--- src/rtl/tri_queue.sv ---
// rtl/tri_queue.sv - DEPTH-entry triangle FIFO feeding rast's R10 input
module tri_queue #(
    parameter int SIGFIG = 24,
    parameter int RADIX  = 10,
    parameter int VERTS  = 3,
    parameter int AXIS   = 3,
    parameter int COLORS = 3,
    parameter int DEPTH  = 4
) (
    input  logic                                         clk,
    input  logic                                         rst,
    input  logic signed [VERTS-1:0][AXIS-1:0][SIGFIG-1:0] in_tri_S,
    input  logic        [COLORS-1:0][SIGFIG-1:0]          in_color_U,
    input  logic                                         in_valid_H,
    output logic                                         in_ready_H,
    input  logic                                         flush_H,
    output logic signed [VERTS-1:0][AXIS-1:0][SIGFIG-1:0] tri_R10S,
    output logic        [COLORS-1:0][SIGFIG-1:0]          color_R10U,
    output logic                                         validTri_R10H,
    input  logic                                         halt_RnnnnL,
    output logic [$clog2(DEPTH+1)-1:0]                   count_U
);
    localparam int PW = $clog2(DEPTH);
    localparam int CW = $clog2(DEPTH+1);

    if (DEPTH < 2 || (DEPTH & (DEPTH - 1)) != 0 || RADIX >= SIGFIG) begin : g_param_check
        $error("tri_queue: DEPTH must be a power of two >= 2 and RADIX < SIGFIG");
    end

    logic [VERTS-1:0][AXIS-1:0][SIGFIG-1:0] r_tri_mem [DEPTH];
    logic [COLORS-1:0][SIGFIG-1:0]          r_col_mem [DEPTH];
    logic [PW-1:0]                          r_wp;
    logic [PW-1:0]                          r_rp;
    logic [CW-1:0]                          r_count;
    logic                                   w_push;
    logic                                   w_pop;

    // Ready comes from the registered count only, so a pop never frees a slot in the same cycle.
    assign in_ready_H    = (r_count < CW'(DEPTH));
    assign validTri_R10H = (r_count != '0);
    assign count_U       = r_count;
    assign w_push        = in_valid_H & in_ready_H;
    assign w_pop         = validTri_R10H & halt_RnnnnL;
    assign tri_R10S      = r_tri_mem[r_rp];
    assign color_R10U    = r_col_mem[r_rp];

    always_ff @(posedge clk or negedge rst) begin
        if (!rst) begin
            for (int i = 0; i < DEPTH; i++) begin
                r_tri_mem[i] <= '0;
                r_col_mem[i] <= '0;
            end
        end else if (w_push && !flush_H) begin
            r_tri_mem[r_wp] <= in_tri_S;
            r_col_mem[r_wp] <= in_color_U;
        end
    end

    always_ff @(posedge clk or negedge rst) begin
        if (!rst) begin
            r_wp    <= '0;
            r_rp    <= '0;
            r_count <= '0;
        end else if (flush_H) begin
            r_wp    <= '0;
            r_rp    <= '0;
            r_count <= '0;
        end else begin
            if (w_push) begin
                r_wp <= r_wp + PW'(1);
            end
            if (w_pop) begin
                r_rp <= r_rp + PW'(1);
            end
            case ({w_push, w_pop})
                2'b10:   r_count <= r_count + CW'(1);
                2'b01:   r_count <= r_count - CW'(1);
                default: r_count <= r_count;
            endcase
        end
    end
endmodule

--- config.mk ---
export PLATFORM = sky130hd
export DESIGN_NAME = tri_queue
export DESIGN_NICKNAME = d
export VERILOG_FILES = /design/src/rtl/tri_queue.sv
export SDC_FILE = /design/constraint.sdc
export NUM_CORES = 1
export LEC_CHECK = 0
export ABC_CLOCK_PERIOD_IN_PS = 2950
export CAP_MARGIN = 10
export CORE_MARGIN = 2
export CORE_UTILIZATION = 59
export CTS_BUF_LIST = sky130_fd_sc_hd__clkbuf_8
export CTS_CLUSTER_DIAMETER = 100
export DETAILED_ROUTE_END_ITERATION = 12
export PLACE_DENSITY = 0.9
export SLEW_MARGIN = 20
export SYNTH_ARGS = -nofsm -noshare
export SYNTH_HDL_FRONTEND = slang
export SYNTH_SLANG_ARGS = --single-unit
--- constraint.sdc ---
create_clock -name clk -period 2.95 [get_ports clk]
set_clock_uncertainty 0.2 [all_clocks]
set_input_delay 0.4425 -clock clk [delete_from_list [all_inputs] [get_ports clk]]
set_output_delay 0.4425 -clock clk [all_outputs]
set_load 0.02 [all_outputs]
==> flow_summary_export.csv, run 1 <==
group,metric,value,unit
run_status,status,"complete, but fails checks",
run_status,violations,"setup timing",
grt,grt_overflow_total,0,
sta,hold_violations,0,
layout,final_cell_mix,"dfrtp_1, mux2_4, mux2_2, clkdlybuf4s50_1, mux4_2",
pwr,p_per_area,881,nW/um2
sta,slew_viol_final,0,
pwr,p_sw_frac,0.301,
drt,via_per_inst,6.02,
synthesis,synth_nets,3147,
drt,wl_per_cell,28.5,um
sta,setup_violations,288,
clock_tree,cts_tree,"done",
synthesis,synth.yosys.seq_area_share,0.534,
die,die_h,307,um
synthesis,yosysTopAreaCellShare,0.534,
layout,layout_commonest_cell,"dfrtp_1",
placed_design,dpl_cell_area,61400,um2
grt,track_usage,0.287,
die,core-area,91400,um2
sta,fin_tns_setup,-61.66,ns
clock_tree,clk_pin_slew,0.07,ns
setup_path,crit_fanout,8,
pwr,combPwrFrac,0.328,
layout,register_area,29000,um2
layout,multi_input_area,22900,um2
clock_tree,clk-insertion-delay-late,0.85,ns
drt,dr.pass1.iters,5,
die,row_count,111,
pwr,leakage,0.0297,uW
clock_tree,clk_path_buf_depth,3,
synthesis,synth-seq-cells,1159,
setup_path,crit_type,"flop to output pin",
drt,vias,30300,
layout,drive_gt1_frac,0.593,
placed_design,portBuffers,585,
clock_tree,cts-root-buf,"clkbuf_8",
layout,layout.nets,3981,
drt,ant_nets,0,
drt,wirelength,143000,um
synthesis,synth_area_per_cell,19.1,um2
placed_design,gp_congestion,0.845,
pwr,p_int,40900,uW
die,die_w,307,um
sta,period_share,1.12,
synthesis,yosys_warnings,0,
pwr,seqPwrFrac,0.428,
sta,fin_ws,-0.342,ns
clock_tree,numClockSinks,1159,
pwr,vdd_drop_max,0.693,mV
drt,drc_errors,0,
synthesis,synth_top_area_cell,"dfrtp_1",
sta,maxSlewHeadroom,0.637,
grt,grt_pass1_wl,207000,um
clock_tree,htree_levels,4,
setup_path,cp.arrival,2.65,ns
layout,area_delta_synth_final,22.2,%
synthesis,synth_area,54300,um2
sta,rsz0062_at_grt,"yes",
die,start_util,0.594,
clock_tree,numCtsBuffers,185,
pwr,p_clk_frac,0.244,
die,die_area,94500,um2
synthesis,yosys-top-cells-area,"dfrtp_1, mux2_4, mux4_2",
die,ios,586,
pwr,switchingPower,17600,uW
synthesis,ys_types,36,
sta,worst-slew-pin-transition,0.545,ns
synthesis,syn_inst,2849,
grt,antenna_found_initial,43,
sta,period_needed,3.29,ns
grt,grt_pass1_vias,33400,
placed_design,dp_hpwl,84400,um
layout,final_cell_area,66400,um2
run,max_cap_violations,0,
drt,first_iter_violations,2201,
sta,max_freq,304,MHz
setup_path,crit_path_start_kind,"flop",
setup_path,crit_required,2.31,ns
layout,final.fill_count,5137,
min_path,hp-class,"input port to flop",
grt,grt_max_degree,93,
setup_path,worstSetupEndpointType,"output pin",
cell families after synthesis:
kind of cell | share of synthesized area
compound gates | 0.00203
flops | 0.534
xor+xnor | 0.000484
fa+ha+maj | 0.00129
mux | 0.414
buf+inv | 0.0453
simple gates | 0.00242
through the flow:
stage,hold WS (ns),instances,total power (uW),utilization,worst slack [ns]
6_report,0.0926,5037,58500,0.727,-0.342
5_1_grt,0.0581,5035,60700,0.726,-0.437
4_1_cts,0.0127,4914,57200,0.714,-0.518
3_5_place_dp,0.202,4568,43300,0.672,0.168
3_3_place_gp,0.197,4568,42500,0.672,0.203
2_1_floorplan,-0.0531,2849,36500,-,0.569
cell usage after synthesis, drive strengths merged:
library cell,instances
buf,177
a21oi,5
a21boi,1
o31ai,1
xnor2,1
clkbuf,21
nand2,3
or3b,1
mux2,1152
nor3b,1
dfrtp,1159
o211a,1
nor2,7
mux2i,1
inv,5
o21ai,2
nand2b,3
o31a,1
a2bb2oi,1
o22ai,1
o221ai,1
fa,1
xor2,2
o311ai,1
ha,4
mux4,288
and3b,1
and2,4
a221oi,1
nand3b,1
or3,1
flip-flops by register name (all words and copies together), names as in the netlist:
signal     count
count_U        3
r_col_mem    288
r_rp           2
r_tri_mem    864
r_wp           2
layout make-up:
class	instances	area share
antenna	35	0.00132
clock buffer	233	0.0483
clock inverter	87	0.00867
inverter	5	0.000283
multi-input combinational	1487	0.344
sequential	1159	0.437
tap	1186	0.0224
timing repair buffer	845	0.138
power groups by stage:
stage	clock network, uW	logic [uW]	registers [uW]
floorplan	0	13100	23500
global placement	0	18200	24400
detailed placement	0	18700	24600
CTS	14400	18100	24700
global route	15200	20000	25500
finish	14300	19200	25000
layer usage:
| layer | GRT usage | up-vias | wire [um] |
|---|---|---|---|
| met2 | 0.461 | 1225 | 71300 |
| li1 | - | 12400 | - |
| met4 | 0.151 | 20 | 8030 |
| met5 | 0 | - | 146 |
| met3 | 0.0716 | 408 | 8810 |
| met1 | 0.363 | 16300 | 55000 |
final timing paths:
kind / startpoint / endpoint / slack (ns) / cells after the start
worst min register to register: r_col_mem[67] / r_col_mem[67] / 0.30 / 1
worst max register to register: count_U[0] / count_U[2] / 0.61 / 6
worst max-delay path: r_rp[0] / color_R10U[53] / -0.34 / 6
min in group asynchronous: rst / r_col_mem[103] / 0.14 / 3
worst min-delay path: in_tri_S[12] / r_tri_mem[12] / 0.09 / 2
max in group asynchronous: rst / r_tri_mem[536] / 1.72 / 4
worst max-delay path, cell delays in order (launching register included):
cell and delay (ns):
dfrtp_4 0.51, buf_12 0.21, buf_12 0.15, clkbuf_16 0.15, buf_6 0.10, mux4_2 0.52
buf_6 0.16
what timing repair did:
item                                   CTS  global route
cloned                                   5            17
setup buffers                           19            71
endpoints found under the hold margin  793             0
resized for setup                      572           969
setup endpoints to repair              289           290
pin swaps                                0             0
hold buffers                             2             0
Note: power is estimated with default switching activity, not from simulation.
==> run 2: changes to the inputs <==
--- a/config.mk
+++ b/config.mk
@@ -5,7 +5,6 @@
 export SDC_FILE = /design/constraint.sdc
 export NUM_CORES = 1
 export LEC_CHECK = 0
-export ABC_CLOCK_PERIOD_IN_PS = 2950
 export CAP_MARGIN = 10
 export CORE_MARGIN = 2
 export CORE_UTILIZATION = 59
==> results of run 2 <==
The final DEF is identical to that of run 1; final timing and power are the same.
